==> src/rtl/tdm_demux4.sv <==
// 4-slot TDM demultiplexer with frame-sync acquisition.
// Slots are gathered into shadow registers, and a complete frame is copied
// to out0..out3 in one step on the slot-3 sample. A partial frame never
// reaches the outputs. The frame loses lock when fsync is missing at slot 0.
module tdm_demux4 #(
    parameter int W = 8
) (
    input  logic         clk,
    input  logic         rst_n,
    input  logic         en,
    input  logic         fsync,
    input  logic [W-1:0] din,
    output logic [W-1:0] out0,
    output logic [W-1:0] out1,
    output logic [W-1:0] out2,
    output logic [W-1:0] out3,
    output logic         frame_valid,
    output logic         sync_err,
    output logic         locked,
    output logic [1:0]   slot
);

    typedef enum logic {
        HUNT = 1'b0,
        RUN  = 1'b1
    } state_t;

    state_t       state;
    logic [1:0]   slot_reg;
    logic [3:0]   sh_we;
    logic         frame_done;
    logic [W-1:0] sh      [4];
    logic [W-1:0] out_reg [4];

    // A frame completes on a plain (no fsync) sample taken at slot 3 while framed.
    assign frame_done = en && (state == RUN) && !fsync && (slot_reg == 2'd3);

    // Framing FSM: owns the lock state, the slot counter and the status pulses.
    always_ff @(posedge clk or negedge rst_n) begin
        if (!rst_n) begin
            state       <= HUNT;
            slot_reg    <= 2'd0;
            frame_valid <= 1'b0;
            sync_err    <= 1'b0;
            locked      <= 1'b0;
        end else begin
            frame_valid <= 1'b0;
            sync_err    <= 1'b0;
            if (en) begin
                case (state)
                    HUNT: begin
                        if (fsync) begin
                            state    <= RUN;
                            slot_reg <= 2'd1;
                            locked   <= 1'b1;
                        end
                    end
                    RUN: begin
                        if (fsync) begin
                            // fsync at slot 0 is normal; elsewhere it restarts the frame
                            sync_err <= (slot_reg != 2'd0);
                            slot_reg <= 2'd1;
                        end else if (slot_reg == 2'd0) begin
                            // expected fsync did not arrive: drop lock
                            sync_err <= 1'b1;
                            state    <= HUNT;
                            locked   <= 1'b0;
                        end else begin
                            slot_reg    <= slot_reg + 2'd1;
                            frame_valid <= (slot_reg == 2'd3);
                        end
                    end
                    default: begin
                        state    <= HUNT;
                        slot_reg <= 2'd0;
                        locked   <= 1'b0;
                    end
                endcase
            end
        end
    end

    genvar gi;
    generate
        for (gi = 0; gi < 4; gi++) begin : g_slot
            if (gi == 0) begin : g_we0
                // slot 0 is loaded by any fsync sample, in either state
                assign sh_we[gi] = en && fsync;
            end else begin : g_wen
                assign sh_we[gi] = en && !fsync && (state == RUN) && (slot_reg == 2'(gi));
            end

            // Shadow register for this slot; holds the partial frame being assembled.
            always_ff @(posedge clk or negedge rst_n) begin
                if (!rst_n) begin
                    sh[gi] <= '0;
                end else if (sh_we[gi]) begin
                    sh[gi] <= din;
                end
            end

            // Output register: loads only when a whole frame has been gathered.
            always_ff @(posedge clk or negedge rst_n) begin
                if (!rst_n) begin
                    out_reg[gi] <= '0;
                end else if (frame_done) begin
                    if (gi == 3) begin
                        out_reg[gi] <= din;
                    end else begin
                        out_reg[gi] <= sh[gi];
                    end
                end
            end
        end
    endgenerate

    assign out0 = out_reg[0];
    assign out1 = out_reg[1];
    assign out2 = out_reg[2];
    assign out3 = out_reg[3];
    assign slot = slot_reg;

endmodule

==> config.mk <==
export PLATFORM = sky130hd
export DESIGN_NAME = tdm_demux4
export DESIGN_NICKNAME = d
export VERILOG_FILES = /design/src/rtl/tdm_demux4.sv
export SDC_FILE = /design/constraint.sdc
export NUM_CORES = 1
export LEC_CHECK = 0
export ABC_CLOCK_PERIOD_IN_PS = 1850
export CAP_MARGIN = 20
export CORE_MARGIN = 5
export CORE_UTILIZATION = 45
export CTS_BUF_LIST = sky130_fd_sc_hd__clkbuf_8
export CTS_CLUSTER_SIZE = 8
export DETAILED_ROUTE_END_ITERATION = 10
export PLACE_DENSITY = 0.71
export SLEW_MARGIN = 20
export SYNTH_ARGS = -nofsm -noshare
export SYNTH_HDL_FRONTEND = slang
export SYNTH_SLANG_ARGS = --single-unit
export TNS_END_PERCENT = 5
==> constraint.sdc <==
create_clock -name clk -period 1.85 [get_ports clk]
set_input_delay 0.37 -clock clk [delete_from_list [all_inputs] [get_ports clk]]
set_output_delay 0.37 -clock clk [all_outputs]
set_load 0.01 [all_outputs]
Word-level counts from Yosys, hierarchy flattened --
Cells that the tools add are included.
Operators by class: add/sub/neg operators 1, equality and inequality tests 7, mux-type cells 20, bitwise logic cells 1, reductions and logical operators 13
Operators by type and width (count):
- $mux 1 | 14
- $logic_and 1x1->1 | 8
- $mux 2 | 3
- $eq 2x2->1 const B | 2
- $ne 2x2->1 const B | 2
- $pmux 1 s2 | 2
- $pmux 2 s2 | 1
- $reduce_and 4->1 | 1
- $ne 3x3->1 const B | 1
- $reduce_and 3->1 | 1
- $add 2x1->2 const B | 1
- $eq 2x1->1 const B | 1
- $logic_not 2->1 | 1
- $ne 2x1->1 const B | 1
- $reduce_bool 2->1 | 1
- $logic_not 1->1 | 1
- $not 1->1 | 1
Storage, ports and cells: register bits after elaboration 62, input port bits 12, output and inout bits 37

Logic depth before layout (Yosys ltp) --
Gate-level depths: netlist of the first run.
word-level depth 5, mapped depth 6, mapped depth without buffers 5

Worst setup path before layout of the first run --
Ideal clock, no wire load.
path kind in2reg, start point input port en, end point register out_reg, in the netlist out0[0], setup time 125 ps, arrival 1365 ps, required time 1725 ps, setup slack 360 ps, cell stages on the path 6, path buffers 3, cells stage by stage buf_4 > and3b_1 > buf_4 > nand2_4 > buf_6 > mux2_4
On the way: longest elaborated chain between the ends 3
RTL lines:
- start: declaration | line 10 | input logic en,
- $logic_and 1x1->1 (3 in series) | line 36 | assign frame_done = en && (state == RUN) && !fsync && (slot_reg == 2'd3);
- end signal: indexed assignment | line 108 | out_reg[gi] <= din;
- end signal: indexed assignment | line 110 | out_reg[gi] <= sh[gi];
- end: declaration | line 33 | logic [W-1:0] out_reg [4];
No other way between the ends. A chain may end at the register's enable or synchronous reset.

Worst setup path after layout of the first run --
start point register slot_reg[0] (netlist: slot[0]), end point output port slot[0]
RTL lines:
- start: declaration | line 29 | logic [1:0] slot_reg;
- start signal: assignment | line 69 | slot_reg <= slot_reg + 2'd1;
- end: declaration | line 20 | output logic [1:0] slot
No word-level cell between the ends.

==> results_dict.tcl, run 1 <==
set metrics [dict create \
    status "finished, final reports clean" \
    top_register "sh" \
    utilization_pct 61.1 \
    synth_seq_cells 62 \
    crit_slowest_cell "clkdlybuf4s50_1" \
    p_int_mw 3.85 \
    grt_setup_unrepaired "false" \
    power_density_nw_per_um2 1580 \
    clockRootBuffer "clkbuf_8" \
    seq_area_frac_synth_pct 61.0 \
    dieArea_sq_um 7250 \
    cts_resized 0 \
    totalWireLength_mm 4.71 \
    layout-drive-gt1-share_pct 37.6 \
    vdd_drop_max_mv 0.795 \
    seqPwrFrac_pct 42.1 \
    clkPwrFrac_pct 22.0 \
    num-fill-cells 421 \
    grt_max_degree 63 \
    switching_share_pct 27.4 \
    multi_input_area_sq_um 923 \
    die_height_microns 85.2 \
    max_freq_mhz 571 \
    clkTransAtPathRegs_ns 0.07 \
    wire_per_inst_microns 16.3 \
    tns_ns 0 \
    final_cell_area_sq_um 3360 \
    htreeDepth 3 \
    slew_viol_final 0 \
    yosysTopAreaCell "dfrtp_1" \
    grt_antenna_before_repair 0 \
    dpl_cell_area_sq_um 3160 \
    drc 0 \
    syn_area_per_cell_sq_um 16.7 \
    first_global_vias 1575 \
    syn-cell-area_sq_um 2540 \
    grt_pass1_wl_mm 8.12 \
    worst_ep_arrival_time_ns 1.38 \
    syn-num-nets 169 \
    fin_nets 230 \
    yosys-top-cells-area "dfrtp_1, mux2_4, mux2_2, ha_1, buf_6" \
    cts_hold_buffers 0 \
    cts_buffer_depth 2 \
    finalSetupViolations 0 \
    crit_type "reg -> out" \
    switching_power_mw 1.45 \
    core_area_sq_um 5510 \
    start_util_pct 46.2 \
    overflow 0 \
    post-cts-setup-buffers 0 \
    max_stage_delay_ns 0.59 \
    initialDrtViolationCount 53 \
    post-synth-top-area-fraction_pct 61.0 \
    slew_headroom_pct 78.8 \
    fp-row-count 27 \
    fin_worst_skew_ns 0.00581 \
    timing.final.ws_setup_ns 0.0988 \
    area_delta_synth_final_pct 32.2 \
    ff_latch_area_sq_um 1550 \
    post-route-min-period_ns 1.75 \
    num_vias 1411 \
    port_buffers 48 \
    syn-instance-count 152 \
    cp_num_buf_inv 1 \
    tightestPinTransition_ns 0.318 \
    largest_register_ffs 24 \
    fin_crit_sh_pct 94.7 \
    pwr-share-comb_pct 35.9 \
    required_ns 1.48 \
    fp.dieW_microns 85.2 \
    ant_nets 0 \
    num_antenna_cells 0 \
    yosys_warnings 0 \
    dr.pass1.iters 2 \
    avgViaCountPerCell 4.87 \
    track_usage_pct 14.6 \
    cp-end-kind "output pin" \
    final_hold_viol_count 0 \
    hp-class "in -> async" \
    crit_chain "clkdlybuf4s50_1" \
    cp_max_fo 6 \
    boundaryPins 49 \
    clk_latency_ns 0.33 \
    dp_slack_ns -0.0317 \
    cts_buffers 9 \
    cts.sinks 62 \
    dp_hpwl_mm 3.39 \
    critical_path.startpoint_type "register" \
    ys_types 20 \
    path_delay_family "buffers and inverters" \
    cap_violations 0 \
    place_congestion 0.753 \
    tritoncts "done" \
    p_leak_nw 1.65 \
]
[stage by stage]
| stage | std cells | hold slack, ns | total power, mW |
|---|---|---|---|
| after floorplan | 152 | 0.0744 | 3.21 |
| after global placement | 274 | 0.396 | 4.08 |
| final | 290 | 0.0280 | 5.30 |
| after detailed placement | 274 | 0.406 | 4.19 |
| after CTS | 290 | 0.0386 | 5.38 |
| after global routing | 290 | 0.0526 | 5.61 |
[per-layer routing]
layer	vias to the layer above	part of all wire (%)	wire, microns	GRT usage (%)
met5	-	0	0	0
met4	0	1.5	69	6.33
met3	6	6.2	294	5.34
met2	36	50	2350	23.6
met1	710	42	2000	17.6
li1	659	-	-	-
[synthesized netlist by cell type (all sizes together)]
master	instances
a21oi	3
a22oi	1
and3	1
and3b	2
buf	5
dfrtp	62
ha	5
inv	5
mux2	56
mux2i	1
nand2	5
nand2b	1
nand3	1
nor2	2
o22a	1
o22ai	1
[placed cells by master, fill, tap and decap left out, types with 2 or more instances in the layout]
| master | instances |
|---|---|
| ha_1 | 5 |
| nand2_2 | 2 |
| nand2_1 | 2 |
| mux2_4 | 29 |
| buf_4 | 3 |
| a21oi_1 | 3 |
| mux2_2 | 27 |
| clkdlybuf4s50_1 | 47 |
| clkbuf_8 | 11 |
| dfrtp_1 | 62 |
| clkinv_2 | 3 |
| inv_1 | 6 |
| buf_12 | 4 |
| nor2_1 | 2 |
| and3b_1 | 2 |
[final timing paths]
check                           startpoint  endpoint  slack (ns)  cells after the start
worst min-delay path                 rst_n   out0[4]        0.03                      2
min in group clk                    sh[10]   out2[2]        0.50                      1
worst min register to register      sh[10]   out2[2]        0.50                      1
max in group asynchronous            rst_n   out3[3]        1.55                      2
worst max-delay path               slot[0]   slot[0]         0.1                      1
worst max register to register       state   out2[7]        0.36                      4
[power groups by stage]
stage	Sequential [mW]	Clock, mW	Combinational [mW]
2_1_floorplan	2.33	0	0.878
5_1_grt	2.31	1.28	2.03
4_1_cts	2.23	1.20	1.94
3_3_place_gp	2.21	0	1.87
6_report	2.23	1.17	1.90
3_5_place_dp	2.26	0	1.93
[area by class of cell]
cell class,instances,area share [%]
Timing Repair Buffer,55,17.2
Inverter,5,0.558
Multi-Input combinational cell,80,27.5
Sequential cell,62,46.1
Clock inverter,5,1.45
Tap cell,72,2.68
Clock buffer,11,4.50
[cells by family after synthesis]
logic type / Yosys count / share of synthesized area [%]
flip-flops: 62 / 61.0
AO/OA/AOI/OAI: 6 / 1.48
multiplexers: 57 / 29.5
adder cells (fa/ha/maj): 5 / 2.46
AND/OR/NAND/NOR: 12 / 2.90
buffers and inverters: 10 / 2.66
No activity file was read; power rests on OpenSTA's default activity.
==> inputs of run 2 (changes only) <==
--- a/config.mk
+++ b/config.mk
@@ -12,7 +12,7 @@
 export CTS_BUF_LIST = sky130_fd_sc_hd__clkbuf_8
 export CTS_CLUSTER_SIZE = 8
 export DETAILED_ROUTE_END_ITERATION = 10
-export PLACE_DENSITY = 0.71
+export DONT_BUFFER_PORTS = 1
 export SLEW_MARGIN = 20
 export SYNTH_ARGS = -nofsm -noshare
 export SYNTH_HDL_FRONTEND = slang
==> results_dict.tcl, run 2 (synthesis gave the netlist of run 1 again) <==
set metrics [dict create \
    dp_hpwl_mm 3.03 \
    num_antenna_cells 0 \
    area_delta_synth_final_pct 11.0 \
    worst_ep_arrival_time_ns 1.78 \
    top_register "sh" \
    start_util_pct 46.2 \
    dieArea_sq_um 7250 \
    wire_per_inst_microns 19.5 \
    power_density_nw_per_um2 1610 \
    cts_buffers 9 \
    clockRootBuffer "clkbuf_8" \
    max_stage_delay_ns 0.48 \
    largest_register_ffs 24 \
    status "finished, final reports clean" \
    grt_setup_unrepaired "false" \
    cp-end-kind "register" \
    fin_crit_sh_pct 84.5 \
    htreeDepth 3 \
    post-cts-setup-buffers 0 \
    cp_max_fo 33 \
    place_congestion 0.675 \
    clk_latency_ns 0.33 \
    dp_slack_ns 0.289 \
    num_vias 1243 \
    die_height_microns 85.2 \
    final_hold_viol_count 0 \
    port_buffers 0 \
    power.total_mw 4.54 \
    boundaryPins 49 \
    avgViaCountPerCell 5.22 \
    layout-drive-gt1-share_pct 45.2 \
    placedCellCount 220 \
    timing.final.ws_setup_ns 0.287 \
    grt_pass1_wl_mm 7.42 \
    clkTransAtPathRegs_ns 0.06 \
    cts.sinks 62 \
    tns_ns 0 \
    crit_chain "ha_1 > nand2_4 > buf_12 > mux2_2" \
    totalWireLength_mm 4.64 \
    slew_headroom_pct 65.7 \
    overflow 0 \
    final_cell_mix "dfrtp_1, mux2_4, mux2_2" \
    post-route-min-period_ns 1.56 \
    core_area_sq_um 5510 \
    max_freq_mhz 640 \
    layout_commonest_cell "dfrtp_1" \
    ant_nets 0 \
    grt_antenna_before_repair 0 \
    crit_slowest_cell "dfrtp_1" \
    grt_max_degree 63 \
    slew_viol_final 0 \
    first_global_vias 1361 \
    cts_hold_buffers 2 \
    vdd_drop_max_mv 0.652 \
    drc 0 \
    required_ns 2.06 \
    layoutNonFillerInstCount 238 \
    crit_type "reg -> reg" \
    p_leak_nw 1.44 \
    finalSetupViolations 0 \
    cts_buffer_depth 2 \
    tritoncts "done" \
    cts_resized 0 \
    fin_nets 178 \
    hp-class "in -> reg" \
    fp.dieW_microns 85.2 \
    fp-row-count 27 \
    critical_path.startpoint_type "register" \
    rr_worst_depth 4 \
    track_usage_pct 13.8 \
    initialDrtViolationCount 30 \
    fin_worst_skew_ns 0.00607 \
    dr.pass1.iters 4 \
    cap_violations 0 \
    tightestPinTransition_ns 0.513 \
    min_path_cells 1 \
]
[run 2: cell types whose count changed in the layout (fill, tap and decap cells not counted), sizes merged]
cell / before / now
clkdlybuf4s50: 47 / 0
buf: 8 / 2
clkbuf: 11 / 9
clkinv: 3 / 4
dlygate4sd3: 0 / 1
inv: 6 / 7
[run 2: area by class of cell]
cell class | count | area [sq um]
clock inverters | 7 | 57.6
fillers | 449 | 2680
inverters | 5 | 18.8
flip-flops and latches | 62 | 1550
repair buffers | 3 | 57.6
well taps | 72 | 90.1
clock buffers | 9 | 124
multi-input cells | 80 | 923
[run 2: critical path, delay by kind of cell (launching register included)]
kind	cells	cell delay (ns)
adder cells (fa/ha/maj)	1	0.28
buffers and inverters	1	0.24
flip-flops	1	0.48
multiplexers	1	0.36
AND/OR/NAND/NOR	1	0.07
[run 2: worst paths after layout]
check | startpoint | end | slack (ns)
max in group asynchronous | rst_n | sh[24] | 1.01
worst min register to register | sh[16] | out1[0] | 0.50
worst max-delay path | slot[0] | out1[0] | 0.29
worst min-delay path | fsync | slot[1] | 0.13
min in group asynchronous | rst_n | sh[12] | 0.57
worst max register to register | slot[0] | out1[0] | 0.29
[run 2: power breakdown]
group,switching (mW),internal [mW]
Sequential,0.550,1.90
Clock,0.498,0.602
Combinational,0.313,0.682
[run 2: metal layers]
metal | track usage, % | up-vias | wire (microns)
li1 | - | 554 | -
met1 | 15.6 | 648 | 1820
met2 | 22.0 | 34 | 2400
met3 | 6.50 | 7 | 346
met4 | 6.47 | 0 | 70
met5 | 0 | - | 0
[run 2: stage by stage]
stage          area [sq um]  utilization [%]  hold slack, ns
4_1_cts                2820             51.3           0.120
5_1_grt                2820             51.3           0.125
3_5_place_dp           2600             47.3          0.0762
6_report               2820             51.3           0.134
2_1_floorplan          2540                -          0.0744
3_3_place_gp           2600             47.3          0.0767
==> inputs of run 3 (changes only) <==
--- a/config.mk
+++ b/config.mk
@@ -5,7 +5,7 @@
 export SDC_FILE = /design/constraint.sdc
 export NUM_CORES = 1
 export LEC_CHECK = 0
-export ABC_CLOCK_PERIOD_IN_PS = 1850
+export ABC_CLOCK_PERIOD_IN_PS = 1600
 export CAP_MARGIN = 20
 export CORE_MARGIN = 5
 export CORE_UTILIZATION = 45
==> constraint.sdc (replaced) <==
create_clock -name clk -period 1.6 [get_ports clk]
set_input_delay 0.32 -clock clk [delete_from_list [all_inputs] [get_ports clk]]
set_output_delay 0.32 -clock clk [all_outputs]
set_load 0.01 [all_outputs]
==> results_dict.tcl, run 3 (synthesis gave the netlist of run 1 again) <==
set metrics [dict create \
    crit_chain "ha_1 > nand2_4 > buf_12 > mux2_2" \
    final_hold_viol_count 62 \
    wire_per_inst_microns 19.1 \
    tightestPinTransition_ns 0.491 \
    grt_setup_unrepaired "false" \
    p_int_mw 4.06 \
    htreeDepth 3 \
    drc 0 \
    switching_share_pct 28.4 \
    p_leak_nw 1.46 \
    finalSetupViolations 0 \
    dp_hpwl_mm 3.11 \
    dr.pass1.iters 4 \
    cap_violations 0 \
    cp_max_fo 14 \
    clockRootBuffer "clkbuf_8" \
    rr_endpoint "out1[2]" \
    post-route-min-period_ns 1.46 \
    grt_antenna_before_repair 0 \
    layout_commonest_cell "dfrtp_1" \
    slew_viol_final 0 \
    clkPwrFrac_pct 29.4 \
    fin_worst_skew_ns 0.00399 \
    slew_headroom_pct 67.2 \
    hp-class "in -> async" \
    top_register "sh" \
    dpl_cell_area_sq_um 2650 \
    final_cell_area_sq_um 2890 \
    fp.dieW_microns 85.2 \
    clkTransAtPathRegs_ns 0.07 \
    cp-endpoint "out1[2]" \
    post-cts-setup-buffers 0 \
    crit_slowest_cell "dfrtp_1" \
    num_antenna_cells 0 \
    cts_resized 0 \
    holdWs_ns -0.329 \
    tns_ns 0 \
    layout-drive-gt1-share_pct 47.6 \
    critical_path.startpoint_type "register" \
    totalWireLength_mm 4.60 \
    status "complete, but fails checks" \
    overflow 0 \
    track_usage_pct 14.0 \
    clk_latency_ns 0.34 \
    core_area_sq_um 5510 \
    fin_nets 180 \
    max_stage_delay_ns 0.45 \
    required_ns 1.82 \
    power_density_nw_per_um2 1960 \
    cts_buffer_depth 2 \
    num_vias 1270 \
    fin_crit_sh_pct 91.3 \
    worst_ep_arrival_time_ns 1.68 \
    first_global_vias 1439 \
    cp-end-kind "register" \
    final_cell_mix "dfrtp_1, mux2_4, mux2_2" \
    pwr-share-comb_pct 21.2 \
    start_util_pct 46.2 \
    dieArea_sq_um 7250 \
    port_buffers 0 \
    avgViaCountPerCell 5.29 \
    regToRegSetupSlack_ns 0.14 \
    max_freq_mhz 685 \
    area_delta_synth_final_pct 13.7 \
    rr_worst_depth 4 \
    cts_buffers 9 \
    grt_pass1_wl_mm 7.71 \
    cts.sinks 62 \
    largest_register_ffs 24 \
    fp-row-count 27 \
    vdd_drop_max_mv 0.881 \
    grt_max_degree 63 \
    place_congestion 0.712 \
    violations "hold timing" \
    switching_power_mw 1.61 \
    crit_type "reg -> reg" \
    boundaryPins 49 \
    ant_nets 0 \
    reg2reg_from "slot[0]" \
    initialDrtViolationCount 48 \
    die_height_microns 85.2 \
    tritoncts "done" \
    seqPwrFrac_pct 49.4 \
    crit_path_start "slot[0]" \
]
run 3: changes by cell type in the layout (fill, tap and decap cells not counted):
| cell | delta |
|---|---|
| buf_12 | +1 |
| buf_16 | -1 |
| buf_4 | +3 |
| bufinv_16 | +2 |
| clkinv_2 | -3 |
| clkinv_4 | +2 |
| dlygate4sd3_1 | -1 |
| inv_1 | -2 |
| inv_6 | +1 |
run 3: final cells by class:
| class | instances | area, sq um |
|---|---|---|
| timing repair buffer | 5 | 62.6 |
| clock inverter | 7 | 121 |
| sequential | 62 | 1550 |
| clock buffer | 9 | 124 |
| fill | 444 | 2620 |
| multi-input combinational | 80 | 923 |
| tap | 72 | 90.1 |
| inverter | 5 | 18.8 |
run 3: worst min-delay path by stage:
| stage | start | end | slack (ns) | cells after the start |
|---|---|---|---|---|
| 4_1_cts | rst_n | out1[3] | -0.35 | 0 |
| 3_3_place_gp | rst_n | out0[4] | 0.03 | 0 |
| 5_1_grt | rst_n | out3[5] | -0.36 | 0 |
| 2_1_floorplan | rst_n | frame_valid | 0.02 | 0 |
| 3_5_place_dp | rst_n | out3[4] | 0.03 | 0 |
| 6_report | rst_n | out2[4] | -0.33 | 0 |
run 3: power by group through the flow:
stage                     clock (mW)  sequential (mW)  combinational (mW)
after floorplan                    0             2.70                1.02
after global placement             0             2.82                1.15
after detailed placement           0             2.85                1.22
after CTS                       1.71             2.83                1.23
after global routing            1.79             2.88                1.31
final                           1.67             2.80                1.20
run 3: metal layers:
layer  track usage [%]  wire, microns  vias up
met4              5.04             63        0
met3              6.60            349       10
met2              22.4           2420       36
met1              16.3           1760      672
li1                  -              -      552
met5                 0              0        -
run 3: per-stage QoR:
| step | std cells | power (mW) | worst slack (ns) | utilization, % | hold WS, ns |
|---|---|---|---|---|---|
| final | 240 | 5.68 | 0.140 | 52.5 | -0.329 |
| after global routing | 240 | 5.99 | 0.0593 | 52.5 | -0.360 |
| after CTS | 240 | 5.77 | 0.121 | 52.5 | -0.348 |
| after global placement | 224 | 3.96 | 0.192 | 48.1 | 0.0264 |
| after floorplan | 152 | 3.71 | 0.160 | - | 0.0244 |
| after detailed placement | 224 | 4.07 | 0.138 | 48.1 | 0.0264 |
run 3: critical path: cells and delay by family, from the launching register on:
kind          cells  cell delay [ns]
flops             1             0.45
mux               1             0.34
fa+ha+maj         1             0.26
buf+inv           1             0.17
simple gates      1             0.11
